[config.mk]
export PLATFORM = sky130hd
export DESIGN_NAME = mem_arbiter
export DESIGN_NICKNAME = d
export VERILOG_FILES = /design/src/rtl/mem_arbiter.sv
export SDC_FILE = /design/constraint.sdc
export NUM_CORES = 1
export LEC_CHECK = 0
export CAP_MARGIN = 0
export CELL_PAD_IN_SITES_DETAIL_PLACEMENT = 0
export CELL_PAD_IN_SITES_GLOBAL_PLACEMENT = 1
export CORE_AREA = 3 3 226 228
export CTS_BUF_LIST = sky130_fd_sc_hd__clkbuf_8 sky130_fd_sc_hd__clkbuf_16
export DETAILED_ROUTE_END_ITERATION = 6
export DIE_AREA = 0 0 229 231
export PLACE_DENSITY = 0.77
export SKIP_CTS_REPAIR_TIMING = 1
export SLEW_MARGIN = 40
export SYNTH_ARGS = -nofsm -noshare
export SYNTH_HDL_FRONTEND = slang
export SYNTH_SLANG_ARGS = --single-unit
[constraint.sdc]
create_clock -name CLK -period 2 [get_ports CLK]
set_input_delay 0.3 -clock CLK [delete_from_list [all_inputs] [get_ports CLK]]
set_output_delay 0.3 -clock CLK [all_outputs]
set_load 0.02 [all_outputs]
[src/rtl/mem_arbiter.sv]
// rtl/mem_arbiter.sv - two-port arbiter serializing requester A/B accesses onto one data memory
// Define MEM_ARB_FIXED_PRIO_EN to make port A always win simultaneous requests (default: round-robin).
module mem_arbiter #(
    parameter int DATA_W = 64,
    parameter int ADDR_W = 64,
    parameter int DEPTH  = 16
) (
    input  logic              CLK,
    input  logic              RST_N,
    input  logic              REQ_A,
    input  logic              REQ_B,
    input  logic              WE_A,
    input  logic              WE_B,
    input  logic [ADDR_W-1:0] ADDR_A,
    input  logic [ADDR_W-1:0] ADDR_B,
    input  logic [DATA_W-1:0] WDATA_A,
    input  logic [DATA_W-1:0] WDATA_B,
    output logic              ACK_A,
    output logic              ACK_B,
    output logic [DATA_W-1:0] RDATA_A,
    output logic [DATA_W-1:0] RDATA_B,
    output logic              ERR_A,
    output logic              ERR_B,
    output logic              MEM_READ,
    output logic              MEM_WRITE,
    output logic [ADDR_W-1:0] MEM_ADDR_OUT,
    output logic [DATA_W-1:0] MEM_WDATA,
    input  logic [DATA_W-1:0] MEM_RDATA
);

    typedef enum logic [1:0] {
        IDLE   = 2'd0,
        ACCESS = 2'd1,
        DONE   = 2'd2
    } state_t;

    state_t            state;
    state_t            state_next;

    logic              any_req;
    logic              grant_b;
    logic              sel_b;
    logic              lat_we;
    logic [ADDR_W-1:0] lat_addr;
    logic [DATA_W-1:0] lat_wdata;
    logic              in_range;

    assign any_req  = REQ_A | REQ_B;
    assign in_range = (lat_addr < ADDR_W'(DEPTH));

`ifdef MEM_ARB_FIXED_PRIO_EN
    assign grant_b = ~REQ_A;
`else
    logic last_b;

    // B wins only when A is idle or A was the port served last
    assign grant_b = REQ_B & (~REQ_A | ~last_b);

    always_ff @(posedge CLK) begin
        if (!RST_N) begin
            last_b <= 1'b1;
        end else if (state == IDLE && any_req) begin
            last_b <= grant_b;
        end
    end
`endif

    always_ff @(posedge CLK) begin
        if (!RST_N) begin
            state <= IDLE;
        end else begin
            state <= state_next;
        end
    end

    always_comb begin
        state_next = state;
        case (state)
            IDLE:    if (any_req) state_next = ACCESS;
            ACCESS:  state_next = DONE;
            DONE:    state_next = IDLE;
            default: state_next = IDLE;
        endcase
    end

    always_ff @(posedge CLK) begin
        if (!RST_N) begin
            sel_b     <= 1'b0;
            lat_we    <= 1'b0;
            lat_addr  <= '0;
            lat_wdata <= '0;
        end else if (state == IDLE && any_req) begin
            sel_b     <= grant_b;
            lat_we    <= grant_b ? WE_B    : WE_A;
            lat_addr  <= grant_b ? ADDR_B  : ADDR_A;
            lat_wdata <= grant_b ? WDATA_B : WDATA_A;
        end
    end

    // Memory port is live only during ACCESS; an out-of-range address gets no strobe
    always_comb begin
        MEM_READ     = 1'b0;
        MEM_WRITE    = 1'b0;
        MEM_ADDR_OUT = '0;
        MEM_WDATA    = '0;
        if (state == ACCESS) begin
            MEM_ADDR_OUT = lat_addr;
            MEM_WDATA    = lat_wdata;
            if (in_range) begin
                MEM_WRITE = lat_we;
                MEM_READ  = ~lat_we;
            end
        end
    end

    // ACK/ERR register at the edge ending DONE, so a reset in DONE suppresses the ACK
    always_ff @(posedge CLK) begin
        if (!RST_N) begin
            ACK_A   <= 1'b0;
            ACK_B   <= 1'b0;
            ERR_A   <= 1'b0;
            ERR_B   <= 1'b0;
            RDATA_A <= '0;
            RDATA_B <= '0;
        end else begin
            ACK_A <= (state == DONE) & ~sel_b;
            ACK_B <= (state == DONE) &  sel_b;
            ERR_A <= (state == DONE) & ~sel_b & ~in_range;
            ERR_B <= (state == DONE) &  sel_b & ~in_range;
            if (state == ACCESS && (!lat_we || !in_range)) begin
                if (sel_b) begin
                    RDATA_B <= in_range ? MEM_RDATA : '0;
                end else begin
                    RDATA_A <= in_range ? MEM_RDATA : '0;
                end
            end
        end
    end

endmodule

==> flow_summary.json <==
{
  "final_area_sq_mm": 0.0209,
  "drcViolationCount": 0,
  "drv_cap": 0,
  "placed_area_sq_mm": 0.0198,
  "viasPerCell": 4.53,
  "antenna_found_initial": 3,
  "gp_congestion": 0.857,
  "synth_edf_count": 0,
  "timing.rr.start": "lat_addr[5]$_SDFFE_PN0P_",
  "insertion_delay_ps": 520,
  "cp.required_ps": 2440,
  "grt_max_degree": 77,
  "nets": 2251,
  "die_w_um": 229,
  "violations": "negative setup slack",
  "cts_root_buffer": "clkbuf_16",
  "wl_met3_um": 3760,
  "finalSetupViolCount": 239,
  "multi_input_area_sq_mm": 0.00643,
  "whs_endpoint": "RDATA_B[2]$_SDFFE_PN0P_",
  "arrival_ps": 3140,
  "slew_headroom_pct": 47.3,
  "num_rows": 81,
  "whs_path_depth": 3,
  "via_count": 11862,
  "setup.worst_path.end_class": "flip-flop",
  "finClkSkew_ps": 24.2,
  "ioPinCount": 588,
  "cts_buffers": 34,
  "ys.flop_type": "dfxtp_1",
  "synthTopCellsByCount": "dfxtp_1 (265), nand2_1 (264), mux2i_1 (257)",
  "cts.htree.levels": 2,
  "status": "finished, violations left",
  "hp-start": "RST_N",
  "period_needed_ps": 2700,
  "dieArea_sq_mm": 0.0529,
  "critPathMaxStageDelay_ps": 510,
  "wirelength_met1_um": 20300,
  "r2r_cells": 8,
  "setup_tns_ps": -120850,
  "slew_viol_final": 0,
  "highest_layer": "met4",
  "io_buffers": 587,
  "overflow": 0,
  "dpl.hpwl_um": 37700,
  "synthTopCellsByArea": "dfxtp_1 (43%), mux2i_1 (21%), o211a_1 (10%)",
  "routed_wl_um": 49000,
  "cts_buffer_depth": 3,
  "async_reset_ff_share_pct": 0,
  "r2r_slack_ps": -700,
  "hold_viol": 0,
  "setup_ws_ps": -697,
  "rsz0062_at_grt": "true",
  "critPathLaunchType": "flip-flop",
  "dr_wl_met2_um": 24000,
  "hold_class": "in -> reg",
  "grt_pass1_vias": 12283,
  "ys_seq_area_share_pct": 43.1,
  "dp.cells": 2553,
  "yosys.cell_types.count": 31,
  "fp.dieH_um": 231,
  "wire_per_inst_um": 18.7,
  "ys_ff_latch": 265,
  "syn_inst": 1270,
  "p_total_uw": 15100,
  "fmax_mhz": 371,
  "synth_top_area_cell": "dfxtp_1",
  "r2r_end": "RDATA_A[43]$_SDFFE_PN0P_",
  "worst_pin_slew_ps": 790,
  "syn_area_sq_mm": 0.0123,
  "nFillCells": 4804,
  "synth_area_per_cell_sq_um": 9.70,
  "power_leakage_uw": 0.00949,
  "tritoncts": "done",
  "yosysTopAreaCellShare_pct": 43.1,
  "synth_most_common_cell": "dfxtp_1",
  "hold-worst-slack_ps": 231,
  "clkSlewWorstSetupHoldPaths_ps": 60,
  "path_common_cell": "buf_4",
  "fin_cells": 2616,
  "yosysWarnings": 0,
  "clock-sinks": 265,
  "crit_chain": "nor4_4 -> buf_4 -> nand4_1 -> nor3_4 -> buf_4 -> buf_4 -> nand4_1 -> mux2i_1",
  "post-route-period-util_pct": 135,
  "drive_above_1_share_pct": 13.3,
  "worstSetupPathType": "reg -> reg",
  "core_area_sq_mm": 0.0491,
  "syn_nets": 1596,
  "start_util_pct": 25.1,
  "area_growth_pct": 70.0,
  "ir_drop_mv": 0.498,
  "power_density_mw_per_mm2": 723,
  "dr.first_iter.drc_count": 551,
  "grt_pass1_wl_um": 72600,
  "drt-pass1-iter-count": 5,
  "register_area_sq_mm": 0.00531,
  "grtUsageTotal_pct": 17.6,
  "ant_nets": 0,
  "path_max_fanout": 46,
  "slowest_stage": "buf_4"
}
## worst max-delay path: cells and delay by family (launching register included)
family	cells	cell delay, ps
buffers and inverters	3	1070
and+or+nand+nor	4	950
DFF	1	330
muxes	1	200
## per-layer routing
layer	vias up	track usage (%)
met5	-	0
met4	0	5.27
met3	54	5.13
met2	443	30.7
met1	5590	20.8
li1	5775	-
## flip-flops by register name (all words and copies together), names as in the netlist, 2 cells and up
name / count
RDATA_A: 64
lat_addr: 64
state: 2
RDATA_B: 64
lat_wdata: 64
## worst max-delay path by stage
stage | from | slack (ps) | endpoint | depth (start not counted)
floorplan | lat_addr[25]$_SDFFE_PN0P_ | 160 | MEM_READ | 6
global placement | lat_addr[8]$_SDFFE_PN0P_ | -1050 | MEM_READ | 7
detailed placement | lat_addr[5]$_SDFFE_PN0P_ | -1070 | MEM_READ | 7
CTS | lat_addr[5]$_SDFFE_PN0P_ | -1650 | MEM_READ | 7
global route | lat_addr[5]$_SDFFE_PN0P_ | -850 | RDATA_B[55]$_SDFFE_PN0P_ | 8
finish | lat_addr[5]$_SDFFE_PN0P_ | -700 | RDATA_A[43]$_SDFFE_PN0P_ | 8
## placed cells by master (no fill, tap or decap), types with 2 or more instances in the layout
cell	count
and2_1	130
buf_12	22
buf_4	147
bufinv_16	3
clkbuf_16	35
clkbuf_2	5
clkbuf_4	10
clkbuf_8	6
clkdlybuf4s50_1	554
clkinv_2	10
clkinvlp_4	2
dfxtp_1	264
diode_2	2
inv_1	3
inv_6	2
mux2i_1	257
nand2_1	264
nand3_1	2
nand4_1	66
nor2_1	3
nor3_1	2
nor3_4	2
nor4_1	12
nor4_4	2
o211a_1	129
## through the flow
stage               util, %  worst slack (ps)
global placement       40.4             -1050
floorplan                 -               158
detailed placement     40.4             -1070
finish                 42.7              -697
global route           42.7              -850
CTS                    42.7             -1650
## cell families (layout without fill, tap and decap cells)
logic type / after synthesis / in the layout / synth area share [%]
simple gates: 491 / 491 / 19.6
flops: 265 / 265 / 43.1
mux: 257 / 257 / 20.9
compound gates: 135 / 135 / 10.8
buf+inv: 122 / 802 / 5.59
other cells: 0 / 2 / 0
## area by class of cell
cell class,instances,share of cell area [%]
Antenna cell,2,0.0239
Tap cell,664,3.97
Inverter,1,0.0179
Timing Repair Buffer,740,34.5
Sequential cell,265,25.3
Multi-Input combinational cell,883,30.7
Clock buffer,41,4.58
Clock inverter,20,0.902
## power breakdown
part / leakage (uW) / internal (uW) / switching, uW / total [uW]
Clock: 0.000580 / 3810 / 2420 / 6230
Sequential: 0.00217 / 5600 / 172 / 5770
Combinational: 0.00674 / 1760 / 1370 / 3130
Note: power is estimated with default switching activity, not from simulation.
